**config.mk**
```make
export PLATFORM = sky130hd
export DESIGN_NAME = beat_lane_scheduler
export DESIGN_NICKNAME = d
export VERILOG_FILES = /design/src/rtl/fpga_hero_pkg.sv /design/src/rtl/beat_lane_scheduler.sv
export SDC_FILE = /design/constraint.sdc
export NUM_CORES = 1
export LEC_CHECK = 0
export BUFFER_PORTS_ARGS = -buffer_cell sky130_fd_sc_hd__buf_4
export CORE_MARGIN = 2
export CORE_UTILIZATION = 30
export CTS_BUF_LIST = sky130_fd_sc_hd__clkbuf_8
export DETAILED_ROUTE_END_ITERATION = 12
export PLACE_DENSITY_LB_ADDON = 0.2
export SYNTH_ARGS = -nofsm -noshare
export SYNTH_HDL_FRONTEND = slang
export SYNTH_SLANG_ARGS = --single-unit
```
**constraint.sdc**
```tcl
create_clock -name vgaclk -period 4.27 [get_ports vgaclk]
set_input_delay 0.2135 -clock vgaclk [delete_from_list [all_inputs] [get_ports vgaclk]]
set_output_delay 0.2135 -clock vgaclk [all_outputs]
set_load 0.01 [all_outputs]
```
**src/rtl/fpga_hero_pkg.sv**
```systemverilog
// Shared constants and types for the falling-note lane sequencer.
package fpga_hero_pkg;

    localparam int unsigned SCREEN_W     = 640;
    localparam int unsigned PIXELSPEED   = 5;
    localparam int unsigned NOTELENGTH   = 150;
    localparam int unsigned WRAP_POS     = SCREEN_W - 1 + NOTELENGTH;
    localparam int unsigned BEAT_SPACING = 160;
    localparam int unsigned POS_W        = 10;
    localparam int unsigned SCORE_W      = 20;

    typedef enum logic [1:0] {IDLE, SCAN, FETCH, LOAD} sched_state_t;

    typedef logic [3:0] note_line_t;

endpackage

```
**src/rtl/beat_lane_scheduler.sv**
```systemverilog
// Once per frame advances every beat slot, recycles slots that scrolled off-screen
// and reloads their note pattern from the song ROM; also keeps the frame score.
module beat_lane_scheduler
    import fpga_hero_pkg::*;
#(
    parameter int unsigned NUM_BEATS   = 4,
    parameter int unsigned ADDR_W      = 8,
    parameter int unsigned SONG_LEN    = 256,
    parameter int unsigned ROM_LATENCY = 1
) (
    input  logic                       vgaclk,
    input  logic                       rst,
    input  logic                       frame_tick,
    input  logic                       pause,
    output logic [ADDR_W-1:0]          rom_addr,
    input  logic [3:0]                 rom_data,
    output logic [NUM_BEATS*POS_W-1:0] beat_pos,
    output logic [NUM_BEATS*4-1:0]     beat_notes,
    output logic                       busy,
    output logic                       update_done,
    output logic                       overrun,
    output logic                       song_done,
    output logic [SCORE_W-1:0]         score
);

    localparam int unsigned IDX_W = (NUM_BEATS > 1) ? $clog2(NUM_BEATS) : 1;
    localparam int unsigned CNT_W = (ROM_LATENCY > 1) ? $clog2(ROM_LATENCY) : 1;

    localparam logic [IDX_W-1:0]   LAST_IDX  = IDX_W'(NUM_BEATS - 1);
    localparam logic [ADDR_W-1:0]  LAST_ADDR = ADDR_W'(SONG_LEN - 1);
    localparam logic [CNT_W-1:0]   WAIT_INIT = CNT_W'(ROM_LATENCY - 1);
    localparam logic [POS_W-1:0]   WRAP      = POS_W'(WRAP_POS);
    localparam logic [POS_W-1:0]   STEP      = POS_W'(PIXELSPEED);
    localparam logic [SCORE_W-1:0] SCORE_MAX = '1;

    sched_state_t      state_q, state_d;
    logic [IDX_W-1:0]  idx_q, idx_d;
    logic [CNT_W-1:0]  cnt_q, cnt_d;
    logic [POS_W-1:0]  pos_q [NUM_BEATS];
    logic [POS_W-1:0]  pos_d [NUM_BEATS];
    note_line_t        notes_q [NUM_BEATS];
    note_line_t        notes_d [NUM_BEATS];
    logic [ADDR_W-1:0] rom_addr_d;
    logic [SCORE_W-1:0] score_d;
    logic              busy_d, done_d, overrun_d, song_done_d;
    logic              slot_done;

    // Next-state and datapath update; one slot is handled per SCAN/LOAD step.
    always_comb begin
        state_d     = state_q;
        idx_d       = idx_q;
        cnt_d       = cnt_q;
        pos_d       = pos_q;
        notes_d     = notes_q;
        rom_addr_d  = rom_addr;
        score_d     = score;
        busy_d      = busy;
        done_d      = 1'b0;
        overrun_d   = overrun | (frame_tick & (state_q != IDLE));
        song_done_d = song_done;
        slot_done   = 1'b0;

        case (state_q)
            IDLE: begin
                if (frame_tick && !pause) begin
                    state_d = SCAN;
                    idx_d   = '0;
                    busy_d  = 1'b1;
                    if (score != SCORE_MAX) begin
                        score_d = score + SCORE_W'(1);
                    end
                end
            end
            SCAN: begin
                if (pos_q[idx_q] >= WRAP) begin
                    pos_d[idx_q] = '0;
                    cnt_d        = WAIT_INIT;
                    state_d      = FETCH;
                end else begin
                    pos_d[idx_q] = pos_q[idx_q] + STEP;
                    slot_done    = 1'b1;
                end
            end
            FETCH: begin
                if (cnt_q == '0) begin
                    state_d = LOAD;
                end else begin
                    cnt_d = cnt_q - CNT_W'(1);
                end
            end
            LOAD: begin
                notes_d[idx_q] = song_done ? 4'b0000 : rom_data;
                if (rom_addr == LAST_ADDR) begin
                    song_done_d = 1'b1;
                end else begin
                    rom_addr_d = rom_addr + ADDR_W'(1);
                end
                slot_done = 1'b1;
            end
            default: state_d = IDLE;
        endcase

        if (slot_done) begin
            if (idx_q == LAST_IDX) begin
                state_d = IDLE;
                busy_d  = 1'b0;
                done_d  = 1'b1;
            end else begin
                idx_d   = idx_q + IDX_W'(1);
                state_d = SCAN;
            end
        end
    end

    always_ff @(posedge vgaclk) begin
        if (rst) begin
            state_q     <= IDLE;
            idx_q       <= '0;
            cnt_q       <= '0;
            rom_addr    <= '0;
            score       <= '0;
            busy        <= 1'b0;
            update_done <= 1'b0;
            overrun     <= 1'b0;
            song_done   <= 1'b0;
            for (int unsigned i = 0; i < NUM_BEATS; i++) begin
                pos_q[i]   <= POS_W'(i * BEAT_SPACING);
                notes_q[i] <= 4'b1111;
            end
        end else begin
            state_q     <= state_d;
            idx_q       <= idx_d;
            cnt_q       <= cnt_d;
            rom_addr    <= rom_addr_d;
            score       <= score_d;
            busy        <= busy_d;
            update_done <= done_d;
            overrun     <= overrun_d;
            song_done   <= song_done_d;
            pos_q       <= pos_d;
            notes_q     <= notes_d;
        end
    end

    // Flatten slot registers onto the packed ports.
    for (genvar g = 0; g < NUM_BEATS; g++) begin : g_pack
        assign beat_pos[g*POS_W +: POS_W] = pos_q[g];
        assign beat_notes[g*4 +: 4]       = notes_q[g];
    end

endmodule
```
==> flow_summary.yaml, run 1 <==
sta:
  clock_skew_ps: 11.3
  hold_viol_final: 0
  timing.fmax_mhz: 302
  relSlewSlack_pct: 40.7
  finalMaxSlewViolations: 0
  timing.final.ws_setup_ps: 963
  rsz0062_at_grt: "false"
  timing.final.crit_share_pct: 77.4
  fin_crit_ps: 3310
  tightest_slew_ps: 867
  setup_viol: 0
  fin_setup_tns_ps: 0
clock_tree:
  ctsResizeCount: 0
  clk_pin_slew_worst_paths_ps: 90
  post-cts-setup-buffers: 0
  cts.sinks: 92
  worstSkewPairLatency_ps: 380
  cts_hold_buf: 0
  clockBufferDepth: 2
  htree_levels: 3
  cts_root_buf: "clkbuf_8"
  cts_buffers: 9
  cts_tree: "yes"
detailed_routing:
  drt-wirelength-per-cell_um: 15.5
  drt-vias-per-instance: 5.10
  drt_wl_total_mm: 11.8
  drt_iter0_markers: 232
  drtAntennaViolNets: 0
  drc: 0
  first_pass_iters: 4
  vias: 3888
critical_path:
  r2r_end: "beat_pos[29]"
  r2r_slack_ps: 960
  cp-start-kind: "flip-flop"
  required_ps: 4580
  critPathKind: "reg2reg"
  worstSetupEndpointType: "flip-flop"
  path_max_fanout: 21
  reg2reg_depth: 9
  r2r_start: "idx_q[0]"
  worstPathArrival_ps: 3620
yosys:
  avgSynthCellArea_um2: 8.81
  syn_area_um2: 4350
  seq_area_frac_synth_pct: 42.3
  ys_warn_count: 0
  async_reset_ff_share_pct: 0
  synth_cell_types: 53
  yosys_most_used_dff: "dfxtp_1"
  ys_ff_latch: 92
  synth_edf_count: 0
  synthesis.nets: 516
  syn_inst: 494
grt:
  grtUsageTotal_pct: 15.4
  grt_pass1_vias: 3670
  antenna_found_initial: 0
  grt_max_degree: 73
  grt_pass1_wl_mm: 19.4
  grt_overflow_total: 0
hold_path:
  min_to: "overrun"
  whs_path_depth: 3
  min_path_type: "in2reg"
  hp-start: "frame_tick"
floorplanning:
  die_area_um2: 15500
  ioPinCount: 96
  die_h_um: 124
  start_util_pct: 30.3
  fp.dieW_um: 124
  core-area_um2: 14400
  row_count: 44
finish:
  multi_input_area_um2: 2330
  final_core_util_pct: 37.5
  regArea_um2: 1840
  nNetsFinal: 595
  drive_above_1_share_pct: 23.2
  final_cell_count_no_fill: 762
  antennaDiodeCount: 0
  area_delta_synth_final_pct: 23.6
  fillers: 1488
power:
  combPwrFrac_pct: 29.1
  powerDensity_nw_per_um2: 418
  internal_power_mw: 1.49
  ir_worst_vdd_uv: 140
  cellLeakagePower_nw: 2.10
  power.switching_mw: 0.767
  p_clk_share_pct: 27.0
  swShare_pct: 34.1
  seq_power_share_pct: 43.9
placement:
  place_hpwl_mm: 8.36
  pre_cts_slack_ps: 992
  gp_congestion: 0.789
  portBuffers: 95
  placed_cells: 746
flow_run:
  maxCapViolations: 0
status:
  status: "finished, final reports clean"
[per-layer routing]
metal | part of all wire (%) | global-route usage, % | vias to the layer above
li1 | - | - | 1935
met2 | 44 | 23.5 | 91
met4 | 1.2 | 5.75 | 0
met1 | 49 | 21.2 | 1853
met3 | 5.8 | 3.78 | 9
met5 | 0 | 0 | -
[flip-flops by register name, indices dropped and copies added (netlist names)]
register / count
beat_pos: 40
score: 20
beat_notes: 16
rom_addr: 8
idx_q: 2
state_q: 2
busy: 1
overrun: 1
song_done: 1
update_done: 1
[stage by stage]
| stage | hold slack (ps) | cell area [µm²] | power [mW] |
|---|---|---|---|
| after CTS | 60.8 | 5380 | 2.29 |
| after global routing | 91.9 | 5380 | 2.40 |
| after floorplan | 354 | 4350 | 1.46 |
| after detailed placement | 465 | 5180 | 1.67 |
| after global placement | 457 | 5180 | 1.66 |
| final | 84.6 | 5380 | 2.25 |
[critical path: stages (launching register included)]
cell,delay [ps]
dfxtp_1,630
mux4_2,620
inv_1,150
ha_1,170
nand2b_1,70
and3_4,190
o31ai_4,260
a21o_1,550
o21ai_0,360
a21oi_1,230
[power by group through the flow]
stage / clock, mW / sequential, mW / combinational, mW
6_report: 0.607 / 0.990 / 0.655
5_1_grt: 0.669 / 1.00 / 0.734
4_1_cts: 0.635 / 0.989 / 0.662
3_5_place_dp: 0 / 1.01 / 0.658
3_3_place_gp: 0 / 1.01 / 0.649
2_1_floorplan: 0 / 1.01 / 0.450
[synthesized netlist by cell type (2+ instances only)]
library cell,number,share of area [%]
o31a_1,2,0.40
a21oi_1,53,6.1
buf_6,2,0.52
o31ai_1,5,0.86
mux2_2,2,0.52
nand2_1,63,5.4
inv_1,13,1.1
mux4_2,10,5.2
nand2b_1,5,0.72
o211ai_1,19,3.3
buf_1,2,0.17
dfxtp_1,92,42
a21oi_2,2,0.40
or3_1,15,2.2
ha_1,14,4.0
a22oi_1,4,0.69
clkbuf_1,22,1.9
nand4_1,10,1.4
nor3_1,7,0.80
and2_1,6,0.86
and3_1,3,0.43
nand3_1,35,4.0
xor2_1,12,2.4
o21ai_0,28,3.2
nor2_1,27,2.3
mux2i_1,2,0.46
xnor2_1,9,1.8
and4_1,4,0.80
buf_4,2,0.34
[how the worst max path moves through the flow]
stage,startpoint,endpoint,depth (start not counted)
finish,idx_q[0],beat_pos[29],9
CTS,idx_q[0],beat_pos[29],9
global route,idx_q[0],beat_pos[29],9
global placement,idx_q[0],beat_pos[19],9
floorplan,idx_q[0],state_q[0],10
detailed placement,idx_q[0],beat_pos[29],9
[placed cells by master (no fill, tap or decap), drive strengths merged, types with 8 or more instances in the layout]
master	instances
inv	14
nand4	10
xor2	12
o211ai	19
dfxtp	92
nor3	8
clkbuf	11
nor2	27
nand3	35
nand2	64
mux4	10
ha	14
o21ai	30
a21oi	55
xnor2	9
buf	97
or3	15
[logic make-up (layout without fill, tap and decap cells)]
kind of cell	count (synthesis)	count (layout)	share of synthesized area (%)
simple gates	184	184	21.1
mux	15	15	6.41
fa+ha+maj	14	14	4.02
compound gates	126	126	17.8
xor+xnor	21	21	4.22
flops	92	92	42.3
buf+inv	42	126	4.17
[layout make-up]
class	instances	share of cell area (%)
Inverter	13	0.907
Multi-Input combinational cell	360	43.3
Clock buffer	11	2.81
Timing Repair Buffer	97	13.5
Clock inverter	5	0.953
Tap cell	184	4.28
Sequential cell	92	34.2
No activity file was read; power rests on OpenSTA's default activity.
==> inputs of run 2 (changes only) <==
--- a/config.mk
+++ b/config.mk
@@ -5,6 +5,7 @@
 export SDC_FILE = /design/constraint.sdc
 export NUM_CORES = 1
 export LEC_CHECK = 0
+export ABC_AREA = 1
 export BUFFER_PORTS_ARGS = -buffer_cell sky130_fd_sc_hd__buf_4
 export CORE_MARGIN = 2
 export CORE_UTILIZATION = 30
==> constraint.sdc (replaced) <==
create_clock -name vgaclk -period 2.85 [get_ports vgaclk]
set_input_delay 0.1425 -clock vgaclk [delete_from_list [all_inputs] [get_ports vgaclk]]
set_output_delay 0.1425 -clock vgaclk [all_outputs]
set_load 0.01 [all_outputs]
==> run 2 against run 1 <==
Effect of this change:
- sequential share of layout area shrank 1.7 points
- via count grew 17%
- combinational power grew 120%
==> flow_summary.yaml, run 2 <==
detailed_routing:
  drt_wl_total_mm: 13.3
  drt_iter0_markers: 261
  vias: 4533
  first_pass_iters: 5
  drc: 0
  drtAntennaViolNets: 0
  drt-wirelength-per-cell_um: 13.9
  drt-vias-per-instance: 4.75
yosys:
  seq_area_frac_synth_pct: 40.0
  synthesis.nets: 690
  ys_ff_latch: 92
  synth_edf_count: 0
  avgSynthCellArea_um2: 6.89
  synthDominantCellAreaShare_pct: 40.0
  yosys.area.top_type: "dfxtp_1"
  syn_inst: 668
  yosys_most_used_dff: "dfxtp_1"
  ys_warn_count: 0
  async_reset_ff_share_pct: 0
  syn_area_um2: 4610
  synthTopCellsByCount: "nand2_1, dfxtp_1, a21oi_1"
  yosysMostFrequentCell: "nand2_1"
  synth_area_leaders: "dfxtp_1, nand2_1, a21oi_1"
  synth_cell_types: 37
grt:
  grt_pass1_vias: 4377
  grt_overflow_total: 0
  grtUsageTotal_pct: 16.7
  grt_max_degree: 54
  grt_pass1_wl_mm: 21.6
  antenna_found_initial: 0
critical_path:
  r2r_start: "idx_q[1]"
  critPathMaxStageDelay_ps: 480
  slowest_stage: "dfxtp_1"
  path_max_fanout: 10
  required_ps: 3150
  cpMostUsedCell: "nand2_1"
  critPathKind: "reg2reg"
  cp-start-kind: "flip-flop"
  crit_chain: "buf_4 -> o211ai_1 -> nand2_1 -> inv_1 -> ha_1 -> nand2_1 -> nand3_1 -> nand2_1 -> nand2_2 -> nand2_4 -> nand2_8 -> a21oi_4 -> nand2_1 -> a21oi_1"
  worstSetupEndpointType: "flip-flop"
  startpoint: "idx_q[1]"
  worstPathArrival_ps: 2690
sta:
  tightest_slew_ps: 744
  fin_crit_ps: 2380
  clock_skew_ps: 13.0
  relSlewSlack_pct: 50.3
  fin_setup_tns_ps: 0
  finalMaxSlewViolations: 0
  hold_viol_final: 0
  setup_viol: 0
  rsz0062_at_grt: "false"
  timing.final.crit_share_pct: 83.7
  timing.fmax_mhz: 419
floorplanning:
  start_util_pct: 30.5
  die_h_um: 128
  die_area_um2: 16400
  fp.dieW_um: 128
  core-area_um2: 15100
  row_count: 45
  ioPinCount: 96
clock_tree:
  cts_tree: "yes"
  htree_levels: 3
  clockBufferDepth: 2
  worstSkewPairLatency_ps: 390
  cts_buffers: 9
  ctsResizeCount: 0
  clk_pin_slew_worst_paths_ps: 90
  cts.sinks: 92
  cts_root_buf: "clkbuf_8"
placement:
  place_hpwl_mm: 9.49
  portBuffers: 95
  gp_congestion: 0.843
status:
  status: "finished, final reports clean"
power:
  cellLeakagePower_nw: 2.44
  ir_worst_vdd_uv: 229
  powerDensity_nw_per_um2: 651
  p_total_mw: 3.69
finish:
  antennaDiodeCount: 0
  drive_above_1_share_pct: 18.8
  final_common_cell: "nand2_1"
  fillers: 1642
  mostFrequentLayoutCells: "nand2_1, buf_4, dfxtp_1, inv_1, a21oi_1"
  largest_reg_flops: 40
  nNetsFinal: 784
  area_delta_synth_final_pct: 22.9
hold_path:
  hp-start: "rom_data[3]"
  min_path_type: "in2reg"
flow_run:
  maxCapViolations: 0
-- run 2: cell types whose count changed in the layout (fill, tap and decap cells not counted), moves of 6 or more --
cell,delta
and2_1,-6
nor2_1,+6
nand3_1,+14
inv_1,+50
nor2_2,+11
xor2_1,-8
o21ai_0,-7
or3_1,-14
mux4_2,-10
nand2_1,+174
o211ai_1,-14
a21oi_1,+11
-- run 2: layout make-up --
type                            instances  area [µm²]  area share (%)
Sequential cell                        92        1840            32.5
Tap cell                              188         235            4.15
Inverter                               70         268            4.73
Timing Repair Buffer                  102         768            13.6
Clock buffer                           10         138            2.43
Multi-Input combinational cell        487        2380            42.1
Clock inverter                          5        30.0           0.530
-- run 2: through the flow --
| stage | cells | setup WS, ps | hold WS [ps] | utilization [%] | instance area (µm²) |
|---|---|---|---|---|---|
| global placement | 938 | 622 | 388 | 36.3 | 5480 |
| CTS | 954 | 482 | 118 | 37.5 | 5660 |
| detailed placement | 938 | 521 | 398 | 36.3 | 5480 |
| global route | 954 | 244 | 146 | 37.5 | 5660 |
| floorplan | 668 | 861 | 287 | - | 4610 |
| finish | 954 | 466 | 141 | 37.5 | 5660 |
-- run 2: critical path, delay by kind of cell (launching register included) --
kind	cells	cell delay [ps]
and+or+nand+nor	8	710
DFF	1	480
buffers and inverters	2	310
adders and majority gates	1	180
AOI/OAI and AO/OA	3	630
-- run 2: logic make-up after synthesis --
family	share of synthesized area (%)
flip-flops	40.0
AND/OR/NAND/NOR	35.2
adder cells (fa/ha/maj)	3.80
buffers and inverters	8.31
XOR/XNOR	1.52
AO/OA/AOI/OAI	11.2
-- run 2: layer usage --
metal	global-route usage, %	share of wire [%]	vias up
met4	5.62	1.9	0
met2	27.4	45	139
met3	4.55	6.3	19
met1	21.1	46	2045
li1	-	-	2330
met5	0	0	-
-- run 2: power breakdown --
group	internal [mW]	switching [mW]	total, mW
combinational	0.471	0.938	1.41
sequential	1.38	0.0912	1.47
clock	0.332	0.473	0.805
-- run 2: final timing paths --
| path | to | slack, ps | depth (start not counted) |
|---|---|---|---|
| setup reg to reg | beat_pos[31] | 470 | 14 |
| setup / recovery | beat_pos[31] | 470 | 14 |
| hold / removal | beat_notes[11] | 140 | 5 |
| hold reg to reg | rom_addr[4] | 460 | 2 |
-- run 2: what timing repair did --
item	in CTS	in global routing
buffers inserted	0	0
hold endpoints to repair	1	0
hold buffers	1	0
==> inputs of run 3 (changes only) <==
--- a/config.mk
+++ b/config.mk
@@ -5,7 +5,7 @@
 export SDC_FILE = /design/constraint.sdc
 export NUM_CORES = 1
 export LEC_CHECK = 0
-export ABC_AREA = 1
+export ABC_AREA = 0
 export BUFFER_PORTS_ARGS = -buffer_cell sky130_fd_sc_hd__buf_4
 export CORE_MARGIN = 2
 export CORE_UTILIZATION = 30
==> constraint.sdc (replaced) <==
create_clock -name vgaclk -period 2.4 [get_ports vgaclk]
set_input_delay 0.12 -clock vgaclk [delete_from_list [all_inputs] [get_ports vgaclk]]
set_output_delay 0.12 -clock vgaclk [all_outputs]
set_load 0.01 [all_outputs]
==> run 3 against run 2 <==
Effect of this change:
- the flow now finishes with violations (negative setup slack)
- critical endpoint is now update_done
- flip-flop and latch count unchanged
- sequential share of layout area decreased by 1.7 points
- sequential power increased by 18%
- clock power increased by 39%
- combinational power increased by 23%
- design area increased by 5.7%
- via count decreased by 10%
- largest cell class unchanged
- critical path depth decreased by 5
- total power increased by 25%
- first-iteration DRC count decreased by 27%
- non-clock buffer count increased by 33
- die area decreased by 5.3%
==> flow_summary.yaml, run 3 (synthesis gave the netlist of run 1 again) <==
floorplanning:
  die_h_um: 124
  core-area_um2: 14400
  die_area_um2: 15500
  start_util_pct: 30.3
  ioPinCount: 96
  row_count: 44
  fp.dieW_um: 124
detailed_routing:
  drt_wl_total_mm: 12.7
  drc: 0
  drtAntennaViolNets: 0
  drt-wirelength-per-cell_um: 15.9
  wl_met2_mm: 5.82
  m1WireLength_mm: 6.01
  drt-vias-per-instance: 5.10
  first_pass_iters: 4
  vias: 4077
  top_layer_used: "met4"
  drt_iter0_markers: 190
  wl_met3_um: 678
finish:
  antennaDiodeCount: 0
  final_common_cell: "buf_4"
  final_cell_count_no_fill: 800
  drive_above_1_share_pct: 35.2
  mostFrequentLayoutCells: "buf_4, dfxtp_1, nand2_1, a21oi_1, nor2_1"
  nNetsFinal: 633
  final_core_util_pct: 41.7
  largest_reg_flops: 40
  area_delta_synth_final_pct: 37.5
  fillers: 1478
critical_path:
  worstPathArrival_ps: 2850
  reg2reg_depth: 9
  worstSetupEndpointType: "flip-flop"
  critPathKind: "reg2reg"
  r2r_slack_ps: -190
  cp-start-kind: "flip-flop"
  required_ps: 2670
  r2r_start: "idx_q[0]"
  path_max_fanout: 3
  r2r_end: "update_done"
grt:
  grt_pass1_wl_mm: 20.0
  antenna_found_initial: 0
  grt_overflow_total: 0
  grtUsageTotal_pct: 16.0
  grt_max_degree: 72
  grt_pass1_vias: 3955
clock_tree:
  cts_root_buf: "clkbuf_8"
  worstSkewPairLatency_ps: 380
  clockBufferDepth: 2
  cts_hold_buf: 0
  clk_pin_slew_worst_paths_ps: 90
  cts_tree: "yes"
  cts_buffers: 9
  cts.sinks: 92
  htree_levels: 3
status:
  violations: "negative setup slack"
  status: "finished with violations"
sta:
  timing.fmax_mhz: 387
  clock_skew_ps: 6.20
  timing.final.crit_share_pct: 108
  finalMaxSlewViolations: 0
  tightest_slew_ps: 806
  timing.final.ws_setup_ps: -186
  relSlewSlack_pct: 46.3
  hold_viol_final: 0
  rsz0062_at_grt: "true"
  fin_crit_ps: 2590
  setup_viol: 20
power:
  ir_worst_vdd_uv: 371
  p_total_mw: 4.59
  cellLeakagePower_nw: 2.35
  powerDensity_nw_per_um2: 767
placement:
  portBuffers: 95
  placed_cells: 779
  gp_congestion: 0.789
  place_hpwl_mm: 8.90
hold_path:
  hp-start: "frame_tick"
  whs_path_depth: 3
  min_to: "overrun"
  min_path_type: "in2reg"
flow_run:
  maxCapViolations: 0
-- run 3: cell count changes in the layout (fill, tap and decap cells not counted), sizes merged, moves of 16 or more --
cell,before,now
nor2,47,27
nand2,241,64
nand3,51,35
inv,70,18
buf,101,135
-- run 3: critical path: stages, from the launching register on --
cell,delay (ps)
dfxtp_4,370
mux4_2,560
ha_4,180
nand2b_4,130
and3_4,170
o31a_1,320
buf_4,140
o21a_1,210
buf_4,140
nor3_1,240
-- run 3: what timing repair did --
item                       CTS  global route
buffers inserted             2             2
gates resized for setup      7            46
pin swaps                    7            20
setup endpoints to repair   30            45
gates cloned                 0             1
-- run 3: report_power, final --
part           total [mW]  internal (mW)  switching, mW  leakage [nW]
combinational        1.73          0.794          0.936          1.49
clock                1.12          0.569          0.551         0.120
sequential           1.74           1.64          0.103         0.745
-- run 3: worst max path at each step --
stage,start,endpoint,slack [ps],depth (start not counted)
2_1_floorplan,idx_q[0],state_q[0],-210,9
3_3_place_gp,idx_q[0],state_q[0],-70,8
3_5_place_dp,idx_q[0],state_q[0],-120,8
4_1_cts,idx_q[0],state_q[0],-130,8
5_1_grt,idx_q[0],state_q[0],-230,8
6_report,idx_q[0],update_done,-190,9
-- run 3: layer usage --
metal,global-route usage (%),vias up
met3,4.34,12
met4,6.21,0
li1,-,2000
met5,0,-
met2,24.4,91
met1,21.5,1974
-- run 3: stage by stage --
stage / hold WS [ps] / TNS (ps) / area (µm²) / setup WS [ps]
floorplan: 261 / -2090 / 4460 / -212
global placement: 381 / -299 / 5540 / -65.9
detailed placement: 382 / -1040 / 5540 / -117
CTS: 2.50 / -2370 / 5780 / -129
global route: 29.9 / -4520 / 5990 / -229
finish: 12.2 / -985 / 5990 / -186
-- run 3: cell type report --
class | instances | area [µm²] | area share, %
Clock inverter | 7 | 78.8 | 1.32
Multi-Input combinational cell | 360 | 2600 | 43.4
Clock buffer | 9 | 124 | 2.07
Timing Repair Buffer | 135 | 1060 | 17.6
Sequential cell | 92 | 1850 | 30.9
Inverter | 13 | 51.3 | 0.857
Tap cell | 184 | 230 | 3.85
